## config.mk

```make
export PLATFORM = sky130hd
export DESIGN_NAME = cpu_run_ctrl_flat
export DESIGN_NICKNAME = d
export VERILOG_FILES = /design/src/rtl/cpu_run_ctrl_if.sv /design/src/rtl/cpu_run_ctrl.sv /design/src/flat_wrapper.sv
export SDC_FILE = /design/constraint.sdc
export NUM_CORES = 1
export LEC_CHECK = 0
export BUFFER_PORTS_ARGS = -buffer_cell sky130_fd_sc_hd__buf_2
export CORE_AREA = 8 8 78 131
export CTS_CLUSTER_SIZE = 14
export DETAILED_ROUTE_END_ITERATION = 8
export DIE_AREA = 0 0 86 139
export PLACE_DENSITY = 0.78
export SLEW_MARGIN = 20
export SYNTH_ARGS = -nofsm -noshare
export SYNTH_HDL_FRONTEND = slang
export SYNTH_SLANG_ARGS = --single-unit
```

## constraint.sdc

```tcl
create_clock -name clk -period 3.18 [get_ports clk]
set_input_delay 0.318 -clock clk [delete_from_list [all_inputs] [get_ports clk]]
set_output_delay 0.318 -clock clk [all_outputs]
set_load 0.01 [all_outputs]
```

## src/rtl/cpu_run_ctrl_if.sv

```systemverilog
// Board-side request/status bundle for the CPU execution controller.
// master = board/debug side driving requests, slave = controller.
interface cpu_run_ctrl_if #(
    parameter int unsigned ADDR_WIDTH  = 32,
    parameter int unsigned BURST_WIDTH = 8,
    parameter int unsigned N_BKPT      = 2
);
    logic                         rst_req;
    logic                         step_req;
    logic                         run_req;
    logic [BURST_WIDTH-1:0]       burst_len;
    logic [N_BKPT-1:0]            bkpt_en;
    logic [N_BKPT*ADDR_WIDTH-1:0] bkpt_addr;
    logic [ADDR_WIDTH-1:0]        pc;
    logic                         cpu_rst;
    logic                         cpu_en;
    logic                         halted;
    logic [N_BKPT-1:0]            bkpt_hit;
    logic [31:0]                  cycle_count;

    modport master (
        output rst_req, step_req, run_req, burst_len, bkpt_en, bkpt_addr, pc,
        input  cpu_rst, cpu_en, halted, bkpt_hit, cycle_count
    );

    modport slave (
        input  rst_req, step_req, run_req, burst_len, bkpt_en, bkpt_addr, pc,
        output cpu_rst, cpu_en, halted, bkpt_hit, cycle_count
    );
endinterface

```

## src/rtl/cpu_run_ctrl.sv

```systemverilog
// Execution controller for the pipelined MIPS core: reset stretching, free-run,
// burst stepping and PC breakpoints, gating the core through a clock enable.
module cpu_run_ctrl #(
    parameter int unsigned ADDR_WIDTH  = 32,
    parameter int unsigned BURST_WIDTH = 8,
    parameter int unsigned RST_STRETCH = 16,
    parameter int unsigned N_BKPT      = 2
) (
    input  logic           clk,
    input  logic           rst,
    cpu_run_ctrl_if.slave  bus
);
    typedef enum logic [1:0] {
        S_RESET,
        S_HALT,
        S_RUN,
        S_BURST
    } state_t;

    state_t                 r_state;
    logic [RST_STRETCH-1:0] r_stretch;
    logic                   r_cpu_rst;
    logic [BURST_WIDTH-1:0] r_cnt;
    logic                   r_skip;
    logic                   r_step_d;
    logic                   r_run_d;
    logic [N_BKPT-1:0]      r_bkpt_hit;
    logic [31:0]            r_cycle_count;

    logic [N_BKPT-1:0]      w_match_vec;
    logic                   w_bkpt_match;
    logic                   w_step_rise;
    logic                   w_run_rise;
    logic                   w_cpu_en;
    logic [BURST_WIDTH-1:0] w_burst_load;

    always_comb begin
        w_match_vec = '0;
        for (int unsigned i = 0; i < N_BKPT; i++) begin
            w_match_vec[i] = bus.bkpt_en[i] &&
                             (bus.pc == bus.bkpt_addr[i*ADDR_WIDTH +: ADDR_WIDTH]);
        end
    end

    // skip masks the comparators for the first enabled cycle after a resume,
    // so restarting on a breakpoint PC executes that instruction.
    assign w_bkpt_match = (|w_match_vec) && !r_skip;
    assign w_step_rise  = bus.step_req && !r_step_d;
    assign w_run_rise   = bus.run_req && !r_run_d;
    assign w_cpu_en     = ((r_state == S_RUN) || (r_state == S_BURST)) &&
                          !w_bkpt_match && !r_cpu_rst;
    assign w_burst_load = (bus.burst_len == '0) ? BURST_WIDTH'(1) : bus.burst_len;

    always_ff @(posedge clk) begin
        if (rst) begin
            r_state       <= S_RESET;
            r_stretch     <= '1;
            r_cpu_rst     <= 1'b1;
            r_cnt         <= '0;
            r_skip        <= 1'b0;
            r_step_d      <= 1'b0;
            r_run_d       <= 1'b0;
            r_bkpt_hit    <= '0;
            r_cycle_count <= '0;
        end else begin
            r_step_d  <= bus.step_req;
            r_run_d   <= bus.run_req;
            r_cpu_rst <= |r_stretch;

            if (bus.rst_req) begin
                r_stretch <= '1;
            end else begin
                r_stretch <= {r_stretch[RST_STRETCH-2:0], 1'b0};
            end

            if (w_cpu_en) begin
                r_cycle_count <= r_cycle_count + 32'd1;
                r_skip        <= 1'b0;
            end

            if (bus.rst_req) begin
                r_state <= S_RESET;
                r_cnt   <= '0;
            end else begin
                case (r_state)
                    S_RESET: begin
                        if (r_stretch == '0) begin
                            r_state <= S_HALT;
                        end
                    end
                    S_HALT: begin
                        if (w_run_rise) begin
                            r_state    <= S_RUN;
                            r_bkpt_hit <= '0;
                            r_skip     <= 1'b1;
                        end else if (w_step_rise) begin
                            r_state    <= S_BURST;
                            r_cnt      <= w_burst_load;
                            r_bkpt_hit <= '0;
                            r_skip     <= 1'b1;
                        end
                    end
                    S_RUN: begin
                        if (w_bkpt_match) begin
                            r_state    <= S_HALT;
                            r_bkpt_hit <= r_bkpt_hit | w_match_vec;
                        end else if (!bus.run_req) begin
                            r_state <= S_HALT;
                        end
                    end
                    S_BURST: begin
                        if (w_bkpt_match) begin
                            r_state    <= S_HALT;
                            r_bkpt_hit <= r_bkpt_hit | w_match_vec;
                            r_cnt      <= '0;
                        end else if (w_cpu_en) begin
                            r_cnt <= r_cnt - BURST_WIDTH'(1);
                            if (r_cnt == BURST_WIDTH'(1)) begin
                                r_state <= S_HALT;
                            end
                        end
                    end
                    default: r_state <= S_RESET;
                endcase
            end
        end
    end

    assign bus.cpu_rst     = r_cpu_rst;
    assign bus.cpu_en      = w_cpu_en;
    assign bus.halted      = (r_state == S_RESET) || (r_state == S_HALT);
    assign bus.bkpt_hit    = r_bkpt_hit;
    assign bus.cycle_count = r_cycle_count;
endmodule

```

## src/flat_wrapper.sv

```systemverilog
// flat-port wrapper written by rule: the top's interface ports become plain ports
module cpu_run_ctrl_flat 
#(
    parameter int unsigned ADDR_WIDTH  = 32,
    parameter int unsigned BURST_WIDTH = 8,
    parameter int unsigned RST_STRETCH = 16,
    parameter int unsigned N_BKPT      = 2
)
  (clk, rst, bus_rst_req, bus_step_req, bus_run_req, bus_burst_len, bus_bkpt_en, bus_bkpt_addr, bus_pc, bus_cpu_rst, bus_cpu_en, bus_halted, bus_bkpt_hit, bus_cycle_count);
  cpu_run_ctrl_if #(.ADDR_WIDTH(ADDR_WIDTH), .BURST_WIDTH(BURST_WIDTH), .N_BKPT(N_BKPT)) bus_i ();
  input  logic clk;
  input  logic rst;
  input wire logic [$bits(bus_i.rst_req)-1:0] bus_rst_req;
  input wire logic [$bits(bus_i.step_req)-1:0] bus_step_req;
  input wire logic [$bits(bus_i.run_req)-1:0] bus_run_req;
  input wire logic [$bits(bus_i.burst_len)-1:0] bus_burst_len;
  input wire logic [$bits(bus_i.bkpt_en)-1:0] bus_bkpt_en;
  input wire logic [$bits(bus_i.bkpt_addr)-1:0] bus_bkpt_addr;
  input wire logic [$bits(bus_i.pc)-1:0] bus_pc;
  output wire logic [$bits(bus_i.cpu_rst)-1:0] bus_cpu_rst;
  output wire logic [$bits(bus_i.cpu_en)-1:0] bus_cpu_en;
  output wire logic [$bits(bus_i.halted)-1:0] bus_halted;
  output wire logic [$bits(bus_i.bkpt_hit)-1:0] bus_bkpt_hit;
  output wire logic [$bits(bus_i.cycle_count)-1:0] bus_cycle_count;
  assign bus_i.rst_req = bus_rst_req;
  assign bus_i.step_req = bus_step_req;
  assign bus_i.run_req = bus_run_req;
  assign bus_i.burst_len = bus_burst_len;
  assign bus_i.bkpt_en = bus_bkpt_en;
  assign bus_i.bkpt_addr = bus_bkpt_addr;
  assign bus_i.pc = bus_pc;
  assign bus_cpu_rst = bus_i.cpu_rst;
  assign bus_cpu_en = bus_i.cpu_en;
  assign bus_halted = bus_i.halted;
  assign bus_bkpt_hit = bus_i.bkpt_hit;
  assign bus_cycle_count = bus_i.cycle_count;
  cpu_run_ctrl #(.ADDR_WIDTH(ADDR_WIDTH), .BURST_WIDTH(BURST_WIDTH), .RST_STRETCH(RST_STRETCH), .N_BKPT(N_BKPT)) u_core (.clk(clk), .rst(rst), .bus(bus_i));
endmodule
```

==> run metrics <==
result of the run=complete, no violations; worst r2r dst=u_core.bus.cycle_count[25]$_SDFFE_PP0P_; number of unique standard cell types used by synthesis=48; average wire per cell in the routed design=16.7 um; filler instances=764; Pwr Density=430 nW/um^2; share of synthesized flip-flops with an asynchronous set or reset=0; final antenna-violating net count=0; critical path data required time=2.86 ns; critical path class=in -> out; total routing resource utilization after global routing=0.195; instance count of the mapped netlist=425; launch instance of the worst register-to-register path=u_core.bus.cycle_count[4]$_SDFFE_PP0P_; R2R cell count=7; clock root buffer=sky130_fd_sc_hd__clkbuf_16; number of enable flip-flop cells after synthesis=0; sequential element share of the synthesized area=0.350; Net count, final=686; multi-input combinational cell area=2250 sq um; Pre-antenna DRT Iters=4; nets in the synthesized netlist=539; CTS tree=done; flop-to-flop setup slack=0.64 ns; final period utilization=0.898; WL met1=4.13 mm; GR Overflow Total=0; highest metal used=met4; Clock Path Buffers=2; remaining design rule violation count=0; Worst Hold Launch=bus_step_req; nature of the critical path endpoint=output pin; cell area after synthesis=3660 sq um; number of global-route vias before repair=4048; transition time at the pin with the least slew margin=0.559 ns; Arr. time, crit path=2.54 ns; most instantiated flip-flop cell in the synthesis netlist=sky130_fd_sc_hd__dfxtp_1; effective utilization at floorplan=0.431; via count=3807; setup repair after global routing missed its margin=no; cts bufs inserted=9; count of warnings emitted by yosys=0; number of instances on the worst hold path=2; final standard cell count with taps included and fillers excluded=694; setup violators final=0; number of antenna violations at the first check in global routing=0; Boundary Pins=148; H-tree depth=3; post-route clock skew=0.00367 ns; synthesized area per cell=8.62 sq um; number of cells upsized or downsized after cts=0; Die Height=139 um; WL met3=805 um; class of the tightest hold or removal check=in -> reg; final count of hold timing violations=0; maximum number of pins on one net before global-route repair=30; count of port buffers added during placement=147; post-synthesis register bit count=64; fraction of final layout cells with drive strength greater than 1=0.329; hpwl dp=9.41 mm; Area Overhead vs Synth=31.1%; total routed wirelength=11.6 mm; Std-Cell Core Area=8500 sq um; first-pass GRT wire length=18.5 mm; Leak=1.94 nW; accumulated negative setup slack=0 ns; number of DRC markers after the initial detailed-route iteration=124; clock net sink count=64; Via density=5.49; number of max-cap violations=0; total placed cells including tap cells=678; Min-Delay Endpoint=u_core.r_step_d$_SDFF_PP0_; Detail Route met2 WL=6.03 mm; clock input transition at the sequential cells of the worst setup and hold paths=0.05 ns; area occupied by registers=1280 sq um; row cnt=45; Max Fanout on Critical Path=9; Period minus WS final=2.86 ns; clock insertion delay at the later pin of the skew report=0.33 ns; buffers inserted by post-CTS timing repair=0; Antenna Cells=0; Final Max Tran Viols=0; maximum clock frequency=350 MHz; startpoint type of the worst setup path=input port; full die area=12000 sq um; worst-case vdd ir drop=0.262 mV; Max-Slew Margin vs Limit=0.626; global placement routability congestion=0.893; Die Span X=86 um; Post-Route Utilization=0.565; Hold Buf Count CTS=0
-- worst max-delay path: stages --
cell	delay (ns)
sky130_fd_sc_hd__buf_2	0.12
sky130_fd_sc_hd__xor2_1	0.15
sky130_fd_sc_hd__nor4_1	0.47
sky130_fd_sc_hd__nand4_1	0.19
sky130_fd_sc_hd__or4_1	0.79
sky130_fd_sc_hd__nand3_1	0.29
sky130_fd_sc_hd__inv_1	0.06
sky130_fd_sc_hd__buf_2	0.14
-- state kept, by name, indices dropped and copies added (netlist names) --
register	count
u_core.r_skip	1
u_core.r_step_d	1
u_core.r_state	2
u_core.r_stretch	16
u_core.r_cnt	8
u_core.bus.cycle_count	32
u_core.r_run_d	1
u_core.bus.bkpt_hit	2
u_core.bus.cpu_rst	1
-- cells by family (layout without fill, tap and decap cells) --
group | count (synthesis) | count (layout) | share of synthesized area
AOI/OAI and AO/OA | 85 | 85 | 0.152
DFF | 64 | 64 | 0.350
muxes | 2 | 2 | 0.00581
xor gates and xnor gates | 70 | 70 | 0.167
buffers and inverters | 26 | 178 | 0.0369
adders and majority gates | 3 | 3 | 0.0102
and+or+nand+nor | 175 | 175 | 0.278
-- Yosys cell counts (all sizes together) (5+ instances only) --
| cell | count | share of area |
|---|---|---|
| xor2 | 66 | 0.16 |
| nand3 | 18 | 0.026 |
| nor4 | 21 | 0.036 |
| buf | 7 | 0.017 |
| nor3 | 23 | 0.033 |
| inv | 11 | 0.011 |
| dfxtp | 64 | 0.35 |
| a21oi | 37 | 0.059 |
| o31ai | 10 | 0.020 |
| or4 | 11 | 0.023 |
| nor2b | 6 | 0.010 |
| or3 | 31 | 0.053 |
| clkbuf | 8 | 0.0082 |
| nor2 | 19 | 0.019 |
| and3 | 5 | 0.0099 |
| nand2 | 22 | 0.023 |
| nand4 | 12 | 0.030 |
| o21ai | 22 | 0.032 |
-- cell usage in the layout (no fill, tap or decap), types with 2 or more instances in the layout --
master and instances:
sky130_fd_sc_hd__buf_2 147, sky130_fd_sc_hd__xor2_1 66, sky130_fd_sc_hd__dfxtp_1 64, sky130_fd_sc_hd__or3_1 31
sky130_fd_sc_hd__a21oi_1 29, sky130_fd_sc_hd__nor3_1 22, sky130_fd_sc_hd__nand2_1 22, sky130_fd_sc_hd__nor4_1 21
sky130_fd_sc_hd__nor2_1 19, sky130_fd_sc_hd__nand3_1 17, sky130_fd_sc_hd__o21ai_0 14, sky130_fd_sc_hd__or4_1 11
sky130_fd_sc_hd__inv_1 11, sky130_fd_sc_hd__o31ai_1 10, sky130_fd_sc_hd__nand4_1 9, sky130_fd_sc_hd__clkbuf_16 9
sky130_fd_sc_hd__a21oi_2 8, sky130_fd_sc_hd__nor2b_1 6, sky130_fd_sc_hd__o21ai_1 6, sky130_fd_sc_hd__xnor2_1 4
sky130_fd_sc_hd__and3_1 4, sky130_fd_sc_hd__buf_4 4, sky130_fd_sc_hd__o22ai_1 3, sky130_fd_sc_hd__ha_1 3
sky130_fd_sc_hd__clkinv_2 3, sky130_fd_sc_hd__and4_1 2, sky130_fd_sc_hd__nand4_4 2, sky130_fd_sc_hd__or2_2 2
sky130_fd_sc_hd__o21ai_2 2, sky130_fd_sc_hd__a2111oi_2 2, sky130_fd_sc_hd__o21a_1 2, sky130_fd_sc_hd__a31oi_1 2
sky130_fd_sc_hd__bufinv_16 2
-- power breakdown --
| part | switching, mW | internal [mW] |
|---|---|---|
| combinational | 0.101 | 0.0923 |
| sequential | 0.00271 | 0.806 |
| clock | 0.363 | 0.702 |
| total | 0.466 | 1.60 |
-- through the flow --
| stage | setup slack (ns) | area, sq um | hold slack (ns) | total power, mW |
|---|---|---|---|---|
| 2_1_floorplan | 1.02 | 3660 | 0.416 | 0.904 |
| 4_1_cts | 0.297 | 4800 | 0.210 | 2.08 |
| 3_5_place_dp | 0.286 | 4480 | 0.431 | 1.02 |
| 5_1_grt | 0.177 | 4800 | 0.213 | 2.13 |
| 6_report | 0.324 | 4800 | 0.210 | 2.07 |
| 3_3_place_gp | 0.366 | 4480 | 0.425 | 1.02 |
-- worst max-delay path by stage --
stage | from | endpoint | slack [ns]
final | bus_pc[14] | bus_cpu_en | 0.32
after global routing | bus_pc[14] | bus_cpu_en | 0.18
after CTS | bus_pc[14] | bus_cpu_en | 0.30
after detailed placement | bus_pc[14] | u_core.bus.cycle_count[13]$_SDFFE_PP0P_ | 0.29
after global placement | bus_pc[14] | bus_cpu_en | 0.37
after floorplan | u_core.bus.cycle_count[4]$_SDFFE_PP0P_ | u_core.bus.cycle_count[24]$_SDFFE_PP0P_ | 1.02
-- routing by layer --
layer,up-vias,global-route usage
li1,1859,-
met1,1730,0.180
met2,185,0.353
met3,33,0.0588
met4,0,0.132
met5,-,0
-- layout make-up --
class,count,area share
repair buffers,151,0.159
flip-flops and latches,64,0.267
inverters,11,0.00860
well taps,117,0.0305
multi-input cells,335,0.468
clock buffers,10,0.0498
clock inverters,6,0.0172
Note: power is estimated with default switching activity, not from simulation.
